--- src/rtl/axi_arb_pkg.sv ---
// Shared types and AXI constants for the wrapperio_s_axi requester arbiter.
package axi_arb_pkg;

  typedef enum logic [1:0] {RD_IDLE, RD_ADDR, RD_DATA} rd_state_t;
  typedef enum logic [1:0] {WR_IDLE, WR_ADDR, WR_DATA, WR_RESP} wr_state_t;

  localparam logic [1:0] AXI_BURST_INCR = 2'b01;
  localparam logic [1:0] AXI_RESP_OKAY  = 2'b00;
  localparam logic [3:0] AXI_CACHE_DEF  = 4'b0011;

endpackage

--- src/rtl/axi_wrapper_arbiter_if.sv ---
// AXI4 bundle carrying N lanes of AR/AW/W handshakes; R/B payload is shared across lanes.
interface axi_wrapper_arbiter_if #(
  parameter int N      = 1,
  parameter int ADDR_W = 32,
  parameter int DATA_W = 32
);
  logic [N-1:0]          arvalid, arready;
  logic [N*ADDR_W-1:0]   araddr;
  logic [N*8-1:0]        arlen;
  logic [N*2-1:0]        arburst;
  logic [N-1:0]          rvalid, rlast, rready;
  logic [DATA_W-1:0]     rdata;
  logic [1:0]            rresp;
  logic [N-1:0]          awvalid, awready;
  logic [N*ADDR_W-1:0]   awaddr;
  logic [N*8-1:0]        awlen;
  logic [N*2-1:0]        awburst;
  logic [N-1:0]          wvalid, wready, wlast;
  logic [N*DATA_W-1:0]   wdata;
  logic [N*DATA_W/8-1:0] wstrb;
  logic [N-1:0]          bvalid, bready;
  logic [1:0]            bresp;

  modport master (
    output arvalid, araddr, arlen, arburst, input arready,
    input  rvalid, rlast, rdata, rresp, output rready,
    output awvalid, awaddr, awlen, awburst, input awready,
    output wvalid, wdata, wstrb, wlast, input wready,
    input  bvalid, bresp, output bready
  );

  modport slave (
    input  arvalid, araddr, arlen, arburst, output arready,
    output rvalid, rlast, rdata, rresp, input rready,
    input  awvalid, awaddr, awlen, awburst, output awready,
    input  wvalid, wdata, wstrb, wlast, output wready,
    output bvalid, bresp, input bready
  );
endinterface

--- src/rtl/rr_picker.sv ---
// Combinational round-robin picker: first requester at or after ptr wins.
module rr_picker #(
  parameter int N     = 2,
  parameter int PTR_W = $clog2(N)
) (
  input  logic [N-1:0]     req,
  input  logic [PTR_W-1:0] ptr,
  output logic [PTR_W-1:0] gnt_idx,
  output logic             any
);
  int idx;

  // Scanning from the farthest candidate down lets the nearest one win by overwrite.
  always_comb begin
    gnt_idx = '0;
    idx     = 0;
    any     = |req;
    for (int k = N - 1; k >= 0; k--) begin
      idx = int'(ptr) + k;
      if (idx >= N) idx = idx - N;
      if (req[idx]) gnt_idx = PTR_W'(idx);
    end
  end
endmodule

--- src/rtl/axi_wrapper_arbiter.sv ---
// Shares one AXI4 slave port between NUM_REQ masters; read and write are arbitrated
// independently, round-robin, one burst in flight per direction.
module axi_wrapper_arbiter
  import axi_arb_pkg::*;
#(
  parameter int NUM_REQ = 2,
  parameter int ADDR_W  = 32,
  parameter int DATA_W  = 32
) (
  input  logic                  clock,
  input  logic                  reset,
  axi_wrapper_arbiter_if.slave  req,
  axi_wrapper_arbiter_if.master s_axi,
  output logic [2:0]            s_axi_arsize,
  output logic [2:0]            s_axi_awsize,
  output logic [3:0]            s_axi_arcache,
  output logic [3:0]            s_axi_awcache,
  output logic [2:0]            s_axi_arprot,
  output logic [2:0]            s_axi_awprot
);
  localparam int PTR_W  = $clog2(NUM_REQ);
  localparam int STRB_W = DATA_W / 8;
  typedef logic [PTR_W-1:0] ptr_t;

  function automatic ptr_t ptr_inc(ptr_t p);
    return (int'(p) == NUM_REQ - 1) ? '0 : p + 1'b1;
  endfunction

  assign s_axi_arsize  = 3'($clog2(STRB_W));
  assign s_axi_awsize  = 3'($clog2(STRB_W));
  assign s_axi_arcache = AXI_CACHE_DEF;
  assign s_axi_awcache = AXI_CACHE_DEF;
  assign s_axi_arprot  = 3'b000;
  assign s_axi_awprot  = 3'b000;

  // ---------------- read direction ----------------
  rd_state_t         rd_state, rd_nxt;
  ptr_t              rr_rd, rd_own, rd_gnt;
  logic              rd_any, ar_hs, r_done;
  logic [ADDR_W-1:0] ar_addr;
  logic [7:0]        ar_len;
  logic [1:0]        ar_burst;

  rr_picker #(.N(NUM_REQ), .PTR_W(PTR_W)) u_rd_pick (
    .req(req.arvalid), .ptr(rr_rd), .gnt_idx(rd_gnt), .any(rd_any)
  );

  assign ar_hs  = (rd_state == RD_ADDR) && s_axi.arready[0];
  assign r_done = (rd_state == RD_DATA) && s_axi.rvalid[0] && req.rready[rd_own] && s_axi.rlast[0];

  // NOTE: sequential state uses non-blocking assignments so every flop samples pre-edge values.
  always_ff @(posedge clock or posedge reset) begin
    if (reset) rd_state <= RD_IDLE;
    else       rd_state <= rd_nxt;
  end

  // NOTE: the default assignment on entry keeps every path assigned, so no latch is inferred.
  always_comb begin
    rd_nxt = rd_state;
    unique case (rd_state)
      RD_IDLE: if (rd_any) rd_nxt = RD_ADDR;
      RD_ADDR: if (ar_hs)  rd_nxt = RD_DATA;
      RD_DATA: if (r_done) rd_nxt = RD_IDLE;
      default: rd_nxt = RD_IDLE;
    endcase
  end

  // NOTE: these are a handful of flops, not a memory, so all of them take a reset value.
  always_ff @(posedge clock or posedge reset) begin
    if (reset) begin
      rr_rd    <= '0;
      rd_own   <= '0;
      ar_addr  <= '0;
      ar_len   <= '0;
      ar_burst <= '0;
    end else begin
      if (rd_state == RD_IDLE && rd_any) begin
        rd_own   <= rd_gnt;
        ar_addr  <= req.araddr[int'(rd_gnt)*ADDR_W +: ADDR_W];
        ar_len   <= req.arlen[int'(rd_gnt)*8 +: 8];
        ar_burst <= req.arburst[int'(rd_gnt)*2 +: 2];
      end
      if (r_done) rr_rd <= ptr_inc(rd_own);
    end
  end

  always_comb begin
    s_axi.arvalid = '0;
    s_axi.araddr  = ar_addr;
    s_axi.arlen   = ar_len;
    s_axi.arburst = ar_burst;
    s_axi.rready  = '0;
    req.arready   = '0;
    req.rvalid    = '0;
    req.rlast     = '0;
    req.rdata     = s_axi.rdata;
    req.rresp     = s_axi.rresp;
    unique case (rd_state)
      RD_ADDR: begin
        s_axi.arvalid       = 1'b1;
        req.arready[rd_own] = s_axi.arready[0];
      end
      RD_DATA: begin
        req.rvalid[rd_own] = s_axi.rvalid[0];
        req.rlast[rd_own]  = s_axi.rlast[0];
        s_axi.rready[0]    = req.rready[rd_own];
      end
      default: ;
    endcase
  end

  // ---------------- write direction ----------------
  wr_state_t         wr_state, wr_nxt;
  ptr_t              rr_wr, wr_own, wr_gnt;
  logic              wr_any, aw_hs, w_done, b_done;
  logic [ADDR_W-1:0] aw_addr;
  logic [7:0]        aw_len;
  logic [1:0]        aw_burst;

  rr_picker #(.N(NUM_REQ), .PTR_W(PTR_W)) u_wr_pick (
    .req(req.awvalid), .ptr(rr_wr), .gnt_idx(wr_gnt), .any(wr_any)
  );

  assign aw_hs  = (wr_state == WR_ADDR) && s_axi.awready[0];
  assign w_done = (wr_state == WR_DATA) && req.wvalid[wr_own] && s_axi.wready[0] && req.wlast[wr_own];
  assign b_done = (wr_state == WR_RESP) && s_axi.bvalid[0] && req.bready[wr_own];

  always_ff @(posedge clock or posedge reset) begin
    if (reset) wr_state <= WR_IDLE;
    else       wr_state <= wr_nxt;
  end

  always_comb begin
    wr_nxt = wr_state;
    unique case (wr_state)
      WR_IDLE: if (wr_any) wr_nxt = WR_ADDR;
      WR_ADDR: if (aw_hs)  wr_nxt = WR_DATA;
      WR_DATA: if (w_done) wr_nxt = WR_RESP;
      WR_RESP: if (b_done) wr_nxt = WR_IDLE;
      default: wr_nxt = WR_IDLE;
    endcase
  end

  always_ff @(posedge clock or posedge reset) begin
    if (reset) begin
      rr_wr    <= '0;
      wr_own   <= '0;
      aw_addr  <= '0;
      aw_len   <= '0;
      aw_burst <= '0;
    end else begin
      if (wr_state == WR_IDLE && wr_any) begin
        wr_own   <= wr_gnt;
        aw_addr  <= req.awaddr[int'(wr_gnt)*ADDR_W +: ADDR_W];
        aw_len   <= req.awlen[int'(wr_gnt)*8 +: 8];
        aw_burst <= req.awburst[int'(wr_gnt)*2 +: 2];
      end
      if (b_done) rr_wr <= ptr_inc(wr_own);
    end
  end

  // W payload follows the owner; only valid/ready are gated by state.
  always_comb begin
    s_axi.awvalid = '0;
    s_axi.awaddr  = aw_addr;
    s_axi.awlen   = aw_len;
    s_axi.awburst = aw_burst;
    s_axi.wvalid  = '0;
    s_axi.wlast   = '0;
    s_axi.wdata   = req.wdata[int'(wr_own)*DATA_W +: DATA_W];
    s_axi.wstrb   = req.wstrb[int'(wr_own)*STRB_W +: STRB_W];
    s_axi.bready  = '0;
    req.awready   = '0;
    req.wready    = '0;
    req.bvalid    = '0;
    req.bresp     = s_axi.bresp;
    unique case (wr_state)
      WR_ADDR: begin
        s_axi.awvalid       = 1'b1;
        req.awready[wr_own] = s_axi.awready[0];
      end
      WR_DATA: begin
        s_axi.wvalid[0]    = req.wvalid[wr_own];
        s_axi.wlast[0]     = req.wlast[wr_own];
        req.wready[wr_own] = s_axi.wready[0];
      end
      WR_RESP: begin
        req.bvalid[wr_own] = s_axi.bvalid[0];
        s_axi.bready[0]    = req.bready[wr_own];
      end
      default: ;
    endcase
  end
endmodule

--- src/flat_wrapper.sv ---
// flat-port wrapper written by rule: the top's interface ports become plain ports
module axi_wrapper_arbiter_flat import axi_arb_pkg::*;
#(
  parameter int NUM_REQ = 2,
  parameter int ADDR_W  = 32,
  parameter int DATA_W  = 32
)
  (clock, reset, s_axi_arsize, s_axi_awsize, s_axi_arcache, s_axi_awcache, s_axi_arprot, s_axi_awprot, req_arvalid, req_araddr, req_arlen, req_arburst, req_arready, req_rvalid, req_rlast, req_rdata, req_rresp, req_rready, req_awvalid, req_awaddr, req_awlen, req_awburst, req_awready, req_wvalid, req_wdata, req_wstrb, req_wlast, req_wready, req_bvalid, req_bresp, req_bready, s_axi_arvalid, s_axi_araddr, s_axi_arlen, s_axi_arburst, s_axi_arready, s_axi_rvalid, s_axi_rlast, s_axi_rdata, s_axi_rresp, s_axi_rready, s_axi_awvalid, s_axi_awaddr, s_axi_awlen, s_axi_awburst, s_axi_awready, s_axi_wvalid, s_axi_wdata, s_axi_wstrb, s_axi_wlast, s_axi_wready, s_axi_bvalid, s_axi_bresp, s_axi_bready);
  axi_wrapper_arbiter_if #(.N(NUM_REQ), .ADDR_W(ADDR_W), .DATA_W(DATA_W)) req_i ();
  axi_wrapper_arbiter_if #(.N(1), .ADDR_W(ADDR_W), .DATA_W(DATA_W)) s_axi_i ();
  input  logic clock;
  input  logic reset;
  output logic [2:0] s_axi_arsize;
  output logic [2:0] s_axi_awsize;
  output logic [3:0] s_axi_arcache;
  output logic [3:0] s_axi_awcache;
  output logic [2:0] s_axi_arprot;
  output logic [2:0] s_axi_awprot;
  input wire logic [$bits(req_i.arvalid)-1:0] req_arvalid;
  input wire logic [$bits(req_i.araddr)-1:0] req_araddr;
  input wire logic [$bits(req_i.arlen)-1:0] req_arlen;
  input wire logic [$bits(req_i.arburst)-1:0] req_arburst;
  output wire logic [$bits(req_i.arready)-1:0] req_arready;
  output wire logic [$bits(req_i.rvalid)-1:0] req_rvalid;
  output wire logic [$bits(req_i.rlast)-1:0] req_rlast;
  output wire logic [$bits(req_i.rdata)-1:0] req_rdata;
  output wire logic [$bits(req_i.rresp)-1:0] req_rresp;
  input wire logic [$bits(req_i.rready)-1:0] req_rready;
  input wire logic [$bits(req_i.awvalid)-1:0] req_awvalid;
  input wire logic [$bits(req_i.awaddr)-1:0] req_awaddr;
  input wire logic [$bits(req_i.awlen)-1:0] req_awlen;
  input wire logic [$bits(req_i.awburst)-1:0] req_awburst;
  output wire logic [$bits(req_i.awready)-1:0] req_awready;
  input wire logic [$bits(req_i.wvalid)-1:0] req_wvalid;
  input wire logic [$bits(req_i.wdata)-1:0] req_wdata;
  input wire logic [$bits(req_i.wstrb)-1:0] req_wstrb;
  input wire logic [$bits(req_i.wlast)-1:0] req_wlast;
  output wire logic [$bits(req_i.wready)-1:0] req_wready;
  output wire logic [$bits(req_i.bvalid)-1:0] req_bvalid;
  output wire logic [$bits(req_i.bresp)-1:0] req_bresp;
  input wire logic [$bits(req_i.bready)-1:0] req_bready;
  output wire logic [$bits(s_axi_i.arvalid)-1:0] s_axi_arvalid;
  output wire logic [$bits(s_axi_i.araddr)-1:0] s_axi_araddr;
  output wire logic [$bits(s_axi_i.arlen)-1:0] s_axi_arlen;
  output wire logic [$bits(s_axi_i.arburst)-1:0] s_axi_arburst;
  input wire logic [$bits(s_axi_i.arready)-1:0] s_axi_arready;
  input wire logic [$bits(s_axi_i.rvalid)-1:0] s_axi_rvalid;
  input wire logic [$bits(s_axi_i.rlast)-1:0] s_axi_rlast;
  input wire logic [$bits(s_axi_i.rdata)-1:0] s_axi_rdata;
  input wire logic [$bits(s_axi_i.rresp)-1:0] s_axi_rresp;
  output wire logic [$bits(s_axi_i.rready)-1:0] s_axi_rready;
  output wire logic [$bits(s_axi_i.awvalid)-1:0] s_axi_awvalid;
  output wire logic [$bits(s_axi_i.awaddr)-1:0] s_axi_awaddr;
  output wire logic [$bits(s_axi_i.awlen)-1:0] s_axi_awlen;
  output wire logic [$bits(s_axi_i.awburst)-1:0] s_axi_awburst;
  input wire logic [$bits(s_axi_i.awready)-1:0] s_axi_awready;
  output wire logic [$bits(s_axi_i.wvalid)-1:0] s_axi_wvalid;
  output wire logic [$bits(s_axi_i.wdata)-1:0] s_axi_wdata;
  output wire logic [$bits(s_axi_i.wstrb)-1:0] s_axi_wstrb;
  output wire logic [$bits(s_axi_i.wlast)-1:0] s_axi_wlast;
  input wire logic [$bits(s_axi_i.wready)-1:0] s_axi_wready;
  input wire logic [$bits(s_axi_i.bvalid)-1:0] s_axi_bvalid;
  input wire logic [$bits(s_axi_i.bresp)-1:0] s_axi_bresp;
  output wire logic [$bits(s_axi_i.bready)-1:0] s_axi_bready;
  assign req_i.arvalid = req_arvalid;
  assign req_i.araddr = req_araddr;
  assign req_i.arlen = req_arlen;
  assign req_i.arburst = req_arburst;
  assign req_arready = req_i.arready;
  assign req_rvalid = req_i.rvalid;
  assign req_rlast = req_i.rlast;
  assign req_rdata = req_i.rdata;
  assign req_rresp = req_i.rresp;
  assign req_i.rready = req_rready;
  assign req_i.awvalid = req_awvalid;
  assign req_i.awaddr = req_awaddr;
  assign req_i.awlen = req_awlen;
  assign req_i.awburst = req_awburst;
  assign req_awready = req_i.awready;
  assign req_i.wvalid = req_wvalid;
  assign req_i.wdata = req_wdata;
  assign req_i.wstrb = req_wstrb;
  assign req_i.wlast = req_wlast;
  assign req_wready = req_i.wready;
  assign req_bvalid = req_i.bvalid;
  assign req_bresp = req_i.bresp;
  assign req_i.bready = req_bready;
  assign s_axi_arvalid = s_axi_i.arvalid;
  assign s_axi_araddr = s_axi_i.araddr;
  assign s_axi_arlen = s_axi_i.arlen;
  assign s_axi_arburst = s_axi_i.arburst;
  assign s_axi_i.arready = s_axi_arready;
  assign s_axi_i.rvalid = s_axi_rvalid;
  assign s_axi_i.rlast = s_axi_rlast;
  assign s_axi_i.rdata = s_axi_rdata;
  assign s_axi_i.rresp = s_axi_rresp;
  assign s_axi_rready = s_axi_i.rready;
  assign s_axi_awvalid = s_axi_i.awvalid;
  assign s_axi_awaddr = s_axi_i.awaddr;
  assign s_axi_awlen = s_axi_i.awlen;
  assign s_axi_awburst = s_axi_i.awburst;
  assign s_axi_i.awready = s_axi_awready;
  assign s_axi_wvalid = s_axi_i.wvalid;
  assign s_axi_wdata = s_axi_i.wdata;
  assign s_axi_wstrb = s_axi_i.wstrb;
  assign s_axi_wlast = s_axi_i.wlast;
  assign s_axi_i.wready = s_axi_wready;
  assign s_axi_i.bvalid = s_axi_bvalid;
  assign s_axi_i.bresp = s_axi_bresp;
  assign s_axi_bready = s_axi_i.bready;
  axi_wrapper_arbiter #(.NUM_REQ(NUM_REQ), .ADDR_W(ADDR_W), .DATA_W(DATA_W)) u_core (.clock(clock), .reset(reset), .req(req_i), .s_axi(s_axi_i), .s_axi_arsize(s_axi_arsize), .s_axi_awsize(s_axi_awsize), .s_axi_arcache(s_axi_arcache), .s_axi_awcache(s_axi_awcache), .s_axi_arprot(s_axi_arprot), .s_axi_awprot(s_axi_awprot));
endmodule
--- config.mk ---
export PLATFORM = sky130hd
export DESIGN_NAME = axi_wrapper_arbiter_flat
export DESIGN_NICKNAME = d
export VERILOG_FILES = /design/src/rtl/axi_arb_pkg.sv /design/src/rtl/axi_wrapper_arbiter_if.sv /design/src/rtl/rr_picker.sv /design/src/rtl/axi_wrapper_arbiter.sv /design/src/flat_wrapper.sv
export SDC_FILE = /design/constraint.sdc
export NUM_CORES = 1
export LEC_CHECK = 0
export ABC_AREA = 1
export BUFFER_PORTS_ARGS = -buffer_cell sky130_fd_sc_hd__buf_2
export CAP_MARGIN = 20
export CELL_PAD_IN_SITES_DETAIL_PLACEMENT = 0
export CELL_PAD_IN_SITES_GLOBAL_PLACEMENT = 1
export CORE_AREA = 5 5 185 187
export CTS_CLUSTER_DIAMETER = 80
export DETAILED_ROUTE_END_ITERATION = 10
export DIE_AREA = 0 0 190 192
export PLACE_DENSITY = 0.62
export SYNTH_ARGS = -nofsm -noshare
export SYNTH_HDL_FRONTEND = slang
export SYNTH_SLANG_ARGS = --single-unit
--- constraint.sdc ---
create_clock -name clock -period 9.3 [get_ports clock]
set_clock_uncertainty 0.1 [all_clocks]
set_input_delay 1.86 -clock clock [delete_from_list [all_inputs] [get_ports clock]]
set_output_delay 1.86 -clock clock [all_outputs]
set_load 0.005 [all_outputs]
==> impl_results.md, run 1 <==
- Per-cell routed wire length: around 17 um
- RePlAce Congestion: just under 0.8
- DR pass1 iterations: 4
- DIE AREA: about 36000 um2
- Initial DRC count: about 170
- CTS tree: yes
- Residual DRC: 0
- Critical-path cell list: buf_2 -> inv_1 -> nor2_1 -> nor2_1 -> nor2_1 -> buf_2
- Overall power: roughly 0.0022 W
- Arr. time, crit path: between 2 and 3 ns
- Max incr delay on CP: between 0.3 and 0.4 ns
- Number of gates resized after cts: 0
- YS warnings: 0
- Worst VDD drop: 0.0000960 V
- Post-Place Setup Slack: 4.68 ns
- Post-route ant nets: 0
- Least-Margin Pin Slew: 0.937 ns
- NumNets Final: about 1400
- PwrDens: between 200 and 300 nW/um2
- # port buffers: approximately 400
- Final Cycle Share: 49.0%
- Worst-path clk slew: around 0.08 ns
- CTS Buf Count: 9
- Crit path time final: ~4.6 ns
- Area growth syn-to-layout: 44.6%
- Final setup viols: 0
- Area of the core: about 32000 um2
- GRT Total Usage: approximately an eighth
- Final hold viol count: 0
- Hold WS: around 0.38 ns
- Average vias per placed instance: approximately 4
- Longest Clk Path Bufs: 2
- Sequential area share after synthesis: around 44%
- # rows: 66
- Pins over their slew limit: 0
- Root buf cell: clkbuf_16
- Die Wd: around 190 um
- Initial antenna violation count: 3
- Chip height: between 150 and 200 um
- Worst skew pair latency: around 0.35 ns
- Worst setup EP type: output port
- Status: finished clean
- Leading cell type in the layout, fill and taps excluded: buf_2
- Yosys top cell area share: between 40% and 50%
- Vias in the first global route: about 6200
- Highest net fanout along the worst path: 2
- Leakage power: between 4 and 5 nW
- DP HPWL: 19400 um
- First-pass GRT wire length: around 37000 um
- Post-Syn Instances: 729
- Clock Sinks: 92
- Fmax: 0.219 GHz
- I/O Pins: between 400 and 500
- Total wire length: ~25000 um
- Setup Fix Bufs, Post-CTS: 0
- Post-CTS Hold Fix Bufs: 0
- Slew HR: 37.5%
- Layout cells sized above 1: around two fifths
- Mapped cell area: around 5300 um2
- Commonest cells after routing, fill and taps aside: buf_2, nand2_1, nor2_1, o21ai_0, dfrtp_1
- Final worst slack: between 4 and 5 ns
- H-tree depth: 3
- Critical path class: input pin to output port
- Seq cells post-synth: between 90 and 100
- Most frequent CP cell: nor2_1
- CP max-delay cell: nor2_1
- CP Data Required Time: 7.34 ns
- Via count: a little over 6000
- Max-cap viol count: 0
- Pin count of the biggest net entering global routing: 60
- Post-synthesis average cell area: 7.21 um2
- RSZ-0062 raised after global routing: false
- Synth cell types: 24
- Gr ovfl total: 0
- Fillcell total: between 3000 and 4000
- CP Launch Type: input pin
- Cell taking the most area after synthesis: dfrtp_1
- Setup_tns: 0 ns
- Worst min path class: register to register
- Initial Utilization: 16.3%
- Ranking of synthesized cells by area: dfrtp_1, nand2_1, o21ai_0
[stage by stage]
step,utilization [%],cells,instance area [um2]
3_3_place_gp,22.6,1495,7310
5_1_grt,23.5,1511,7600
4_1_cts,23.5,1511,7600
2_1_floorplan,-,747,5330
6_report,23.5,1512,7600
3_5_place_dp,22.6,1495,7310
[critical path, delay by kind of cell]
| kind | cells | cell delay [ns] |
|---|---|---|
| buffers and inverters | 3 | 0.32 |
| and+or+nand+nor | 3 | 0.43 |
[power by group]
part           total, W  internal [W]  switching (W)  leakage, nW
Sequential     0.000713      0.000604       0.000109         1.12
Clock          0.000391      0.000209       0.000181        0.139
Combinational   0.00105      0.000407       0.000647         2.88
Total           0.00216       0.00122       0.000938         4.14
[path summary, 6_finish.rpt]
path                       depth (start not counted)  slack [ns]                   start                     end
max in group asynchronous                          3        6.45                   reset  u_core.s_axi.araddr[6]
setup reg to reg                                   9        6.93           u_core.wr_own      u_core.wr_state[1]
min in group asynchronous                          2        1.43                   reset  u_core.s_axi.awaddr[4]
setup / recovery                                   6        4.74           req_wvalid[0]            s_axi_wvalid
hold reg to reg                                    2        0.38  u_core.s_axi.awaddr[7]  u_core.s_axi.awaddr[7]
hold / removal                                     2        0.38  u_core.s_axi.awaddr[7]  u_core.s_axi.awaddr[7]
[sequential cells by signal (all words and copies together), names as in the netlist, 2 cells and up]
name,cells
u_core.s_axi.arburst,2
u_core.s_axi.awlen,8
u_core.rd_state,2
u_core.wr_state,2
u_core.s_axi.araddr,32
u_core.s_axi.awaddr,32
u_core.s_axi.arlen,8
u_core.s_axi.awburst,2
[synthesized netlist by cell type (all sizes together)]
| library cell | n |
|---|---|
| nand3 | 4 |
| dfrtp | 92 |
| ha | 4 |
| nor3 | 7 |
| inv | 26 |
| o21bai | 1 |
| a21boi | 1 |
| conb | 2 |
| clkbuf | 21 |
| a21oi | 2 |
| o31ai | 1 |
| nand2 | 218 |
| nor2 | 99 |
| o21ai | 174 |
| mux2i | 1 |
| buf | 76 |
[area by class of cell]
| type | instances | area, um2 | area share (%) |
|---|---|---|---|
| multi-input cells | 532 | 2320 | 30.5 |
| flip-flops and latches | 92 | 2300 | 30.3 |
| repair buffers | 403 | 2030 | 26.7 |
| clock buffers | 10 | 229 | 3.01 |
| inverters | 26 | 100 | 1.32 |
| clock inverters | 6 | 63.8 | 0.839 |
| well taps | 442 | 553 | 7.27 |
| diodes | 1 | 2.50 | 0.0329 |
[cell families (layout without fill, tap and decap cells)]
logic type | Yosys count | count (layout) | share of synthesized area, %
compound gates | 179 | 179 | 17.6
fa+ha+maj | 4 | 4 | 0.952
flops | 92 | 92 | 43.8
mux | 1 | 1 | 0.190
other cells | 2 | 21 | 0.143
simple gates | 328 | 328 | 23.9
buf+inv | 123 | 445 | 13.4
[routing by layer]
metal  vias up  global-route usage [%]  routed length, um
li1       2925                       -                  -
met2       332                    22.8              12000
met3        35                    4.87               2600
met1      2774                    14.6               9580
met4         4                    5.26                935
met5         -                       0                 21
Note: power is estimated with default switching activity, not from simulation.
==> run 2: changes to the inputs <==
--- a/config.mk
+++ b/config.mk
@@ -5,16 +5,16 @@
 export SDC_FILE = /design/constraint.sdc
 export NUM_CORES = 1
 export LEC_CHECK = 0
-export ABC_AREA = 1
+export ABC_AREA = 0
 export BUFFER_PORTS_ARGS = -buffer_cell sky130_fd_sc_hd__buf_2
 export CAP_MARGIN = 20
 export CELL_PAD_IN_SITES_DETAIL_PLACEMENT = 0
 export CELL_PAD_IN_SITES_GLOBAL_PLACEMENT = 1
-export CORE_AREA = 5 5 185 187
+export CORE_AREA = 5 5 188 190
 export CTS_CLUSTER_DIAMETER = 80
 export DETAILED_ROUTE_END_ITERATION = 10
-export DIE_AREA = 0 0 190 192
-export PLACE_DENSITY = 0.62
+export DIE_AREA = 0 0 193 195
+export PLACE_DENSITY = 0.6
 export SYNTH_ARGS = -nofsm -noshare
 export SYNTH_HDL_FRONTEND = slang
 export SYNTH_SLANG_ARGS = --single-unit
==> constraint.sdc (replaced) <==
create_clock -name clock -period 3.9 [get_ports clock]
set_clock_uncertainty 0.1 [all_clocks]
set_input_delay 0.78 -clock clock [delete_from_list [all_inputs] [get_ports clock]]
set_output_delay 0.78 -clock clock [all_outputs]
set_load 0.005 [all_outputs]
==> impl_results.md, run 2 <==
- Status: finished clean (unchanged)
- CP Data Required Time: 3.02 ns (was 7.34 ns)
- Hold EP: u_core.s_axi.awaddr[24] (was u_core.s_axi.awaddr[7])
- H-tree depth: 3 (unchanged)
- Area of the core: 33300 um2 (was 32300 um2)
- Setup_tns: 0 ns (unchanged)
- Post-synth top cells: dfrtp_1, mux2i_1, buf_4 (was nand2_1, nor2_1, o21ai_0)
- Post-synthesis average cell area: 9.81 um2 (was 7.21 um2)
- Placed Cells: 1323 (was 1495)
- Slew HR: 31.8% (was 37.5%)
- Worst skew pair latency: 0.37 ns (was 0.35 ns)
- Post-Place Setup Slack: 1.20 ns (was 4.68 ns)
- RR Endpoint: u_core.wr_state[1] (unchanged)
- # rows: 67 (was 66)
- Clock Sinks: 92 (unchanged)
- Top-count cell post-synth: dfrtp_1 (was nand2_1)
- Post-Syn Instances: 542 (was 729)
- PwrDens: 624 nW/um2 (was 284 nW/um2)
- Cell taking the most area after synthesis: dfrtp_1 (unchanged)
- Total wire length: 22300 um (was 25100 um)
- RePlAce Congestion: 0.807 (was 0.781)
- Post-route cell area: 7800 um2 (was 7600 um2)
- Worst min path class: register to register (unchanged)
- CTS tree: yes (unchanged)
- Arr. time, crit path: 2.21 ns (was 2.60 ns)
- Die Wd: 193 um (was 190 um)
- Worst-path clk slew: 0.07 ns (was 0.08 ns)
- Initial DRC count: 136 (was 167)
- R2R Setup Slk: 1.43 ns (was 6.93 ns)
- Cell depth of the worst setup path: 3 (was 6)
- Area growth syn-to-layout: 46.8% (was 44.6%)
- CP Buf/Inv Count: 1 (was 3)
- Number of gates resized after cts: 0 (unchanged)
- Max incr delay on CP: 1.05 ns (was 0.31 ns)
- Max-cap viol count: 0 (unchanged)
- Critical path class: register to output port (was input pin to output port)
- Worst VDD drop: 0.000260 V (was 0.0000960 V)
- DR pass1 iterations: 4 (unchanged)
- NumNets Final: 1186 (was 1364)
- Number of synthesized flops with an enable pin: 0 (unchanged)
- Synth cell types: 28 (was 24)
- Yosys top cell area share: 43.3% (was 43.8%)
- Top FF cell, synth: dfrtp_1 (unchanged)
- I/O Pins: 490 (unchanged)
- Commonest cells after routing, fill and taps aside: buf_2, dfrtp_1, mux2i_1, nor2_1, nand2_1 (was buf_2, nand2_1, nor2_1, o21ai_0, dfrtp_1)
- Chip height: 195 um (was 192 um)
- CP max-delay cell: dfrtp_2 (was nor2_1)
- Longest Clk Path Bufs: 2 (unchanged)
- Seq cells post-synth: 92 (unchanged)
- Final hold viol count: 0 (unchanged)
- Leakage power: 4.10 nW (was 4.14 nW)
- GRT Total Usage: 11.5% (was 13.1%)
- CP Launch Type: register (was input pin)
- RSZ-0062 raised after global routing: false (unchanged)
- Pin count of the biggest net entering global routing: 64 (was 60)
- Average vias per placed instance: 3.74 (was 4.01)
- Final setup viols: 0 (unchanged)
- Crit path time final: 3.09 ns
- Fmax: roughly 0.32 GHz
- Hold depth: 2 (unchanged)
- Mapped cell area: 5320 um2 (was 5260 um2)
- Worst setup EP type: output port (unchanged)
- First-pass GRT wire length: 32300 um (was 36900 um)
- Hold WS: 0.371 ns (was 0.382 ns)
- DP HPWL: 18500 um (was 19400 um)
- R2R cell count: 4 (was 9)
- YS warnings: 0 (unchanged)
- Residual DRC: 0 (unchanged)
- Setup Fix Bufs, Post-CTS: 0 (unchanged)
- Sequential area share after synthesis: 43.3% (was 43.8%)
- Critical-path cell list: mux2i_1 -> nor2b_1 -> buf_2 (was buf_2 -> inv_1 -> nor2_1 -> nor2_1 -> nor2_1 -> buf_2)
- Highest net fanout along the worst path: 49 (was 2)
- Initial Utilization: 16.0% (was 16.3%)
- Worst R2R Start: u_core.wr_own (unchanged)
- Worst min-delay path startpoint: u_core.s_axi.awaddr[24] (was u_core.s_axi.awaddr[7])
- Placement Cell Area: 7490 um2 (was 7310 um2)
- Leading cell type in the layout, fill and taps excluded: buf_2 (unchanged)
- Initial antenna violation count: 3 (unchanged)
- Gr ovfl total: 0 (unchanged)
- Non-Filler Instances: 1340 (was 1512)
- CTS Buf Count: 9 (unchanged)
- Vias in the first global route: 5146 (was 6194)
- Synth async-reset ratio: 100% (unchanged)
- Final worst slack: 0.813 ns (was 4.74 ns)
- Layout cells sized above 1: 52.0% (was 40.2%)
- Via count: 5009 (was 6070)
- Post-CTS Hold Fix Bufs: 0 (unchanged)
- Least-Margin Pin Slew: 1.02 ns (was 0.937 ns)
- Per-cell routed wire length: 16.6 um (about the same)
- Delay-heaviest family, CP: flip-flops (was simple AND/OR/NAND/NOR gates)
- Pins over their slew limit: 0 (unchanged)
- Final Cycle Share: between 70 and 80%
- # port buffers: 397 (unchanged)
- Root buf cell: clkbuf_16 (unchanged)
- DIE AREA: 37600 um2 (was 36500 um2)
- Post-route ant nets: 0 (unchanged)
- Ranking of synthesized cells by area: dfrtp_1, mux2i_1, buf_4 (was dfrtp_1, nand2_1, o21ai_0)
run 2: cell count changes after synthesis, moves of 41 or more:
cell | previous run | this run
nor2_1 | 99 | 53
o21ai_0 | 93 | 50
nand2_1 | 217 | 51
o21ai_1 | 80 | 0
a21oi_1 | 1 | 42
mux2i_1 | 1 | 88
run 2: cell families after synthesis:
group	after synthesis	share of synthesized area (%)
buf+inv	99	11.8
other cells	2	0.141
flops	92	43.3
compound gates	99	10.1
simple gates	121	9.32
fa+ha+maj	4	0.941
mux	125	24.4
run 2: final cells by class:
type | instances | area (um2)
sequential | 92 | 2300
timing repair buffer | 404 | 2090
tap | 448 | 561
multi-input combinational | 369 | 2490
antenna | 1 | 2.50
fill | 3743 | 25500
clock buffer | 13 | 270
inverter | 10 | 40.0
clock inverter | 3 | 43.8
run 2: worst register-to-register path, delay by kind of cell, from the launching register on:
family          cells  cell delay, ns
flops               1            1.05
compound gates      2            0.60
mux                 2            0.61
run 2: stage by stage:
step           utilization, %  power, W
6_report                 23.4   0.00487
3_3_place_gp             22.5   0.00396
5_1_grt                  23.4   0.00531
3_5_place_dp             22.5   0.00400
2_1_floorplan               -   0.00292
4_1_cts                  23.4   0.00500
run 2: report_power, final:
group | leakage [nW] | internal (W) | switching [W]
logic | 2.88 | 0.00104 | 0.00112
registers | 1.07 | 0.00142 | 0.000347
clock network | 0.156 | 0.000550 | 0.000405
run 2: worst max-delay path by stage:
stage | start | end | slack (ns)
2_1_floorplan | reset | u_core.rd_own | 0.63
3_3_place_gp | u_core.wr_own | s_axi_wvalid | 1.21
3_5_place_dp | u_core.wr_own | s_axi_wvalid | 1.20
4_1_cts | u_core.wr_own | s_axi_wvalid | 0.78
5_1_grt | u_core.wr_own | s_axi_wlast | 0.67
6_report | u_core.wr_own | s_axi_wvalid | 0.81
run 2: layer usage:
| layer | track usage, % | vias to the layer above | wire (um) |
|---|---|---|---|
| met1 | 14.8 | 2344 | 9420 |
| li1 | - | 2468 | - |
| met2 | 18.5 | 171 | 11000 |
| met3 | 3.75 | 26 | 1550 |
| met5 | 0 | - | 0 |
| met4 | 3.12 | 0 | 305 |
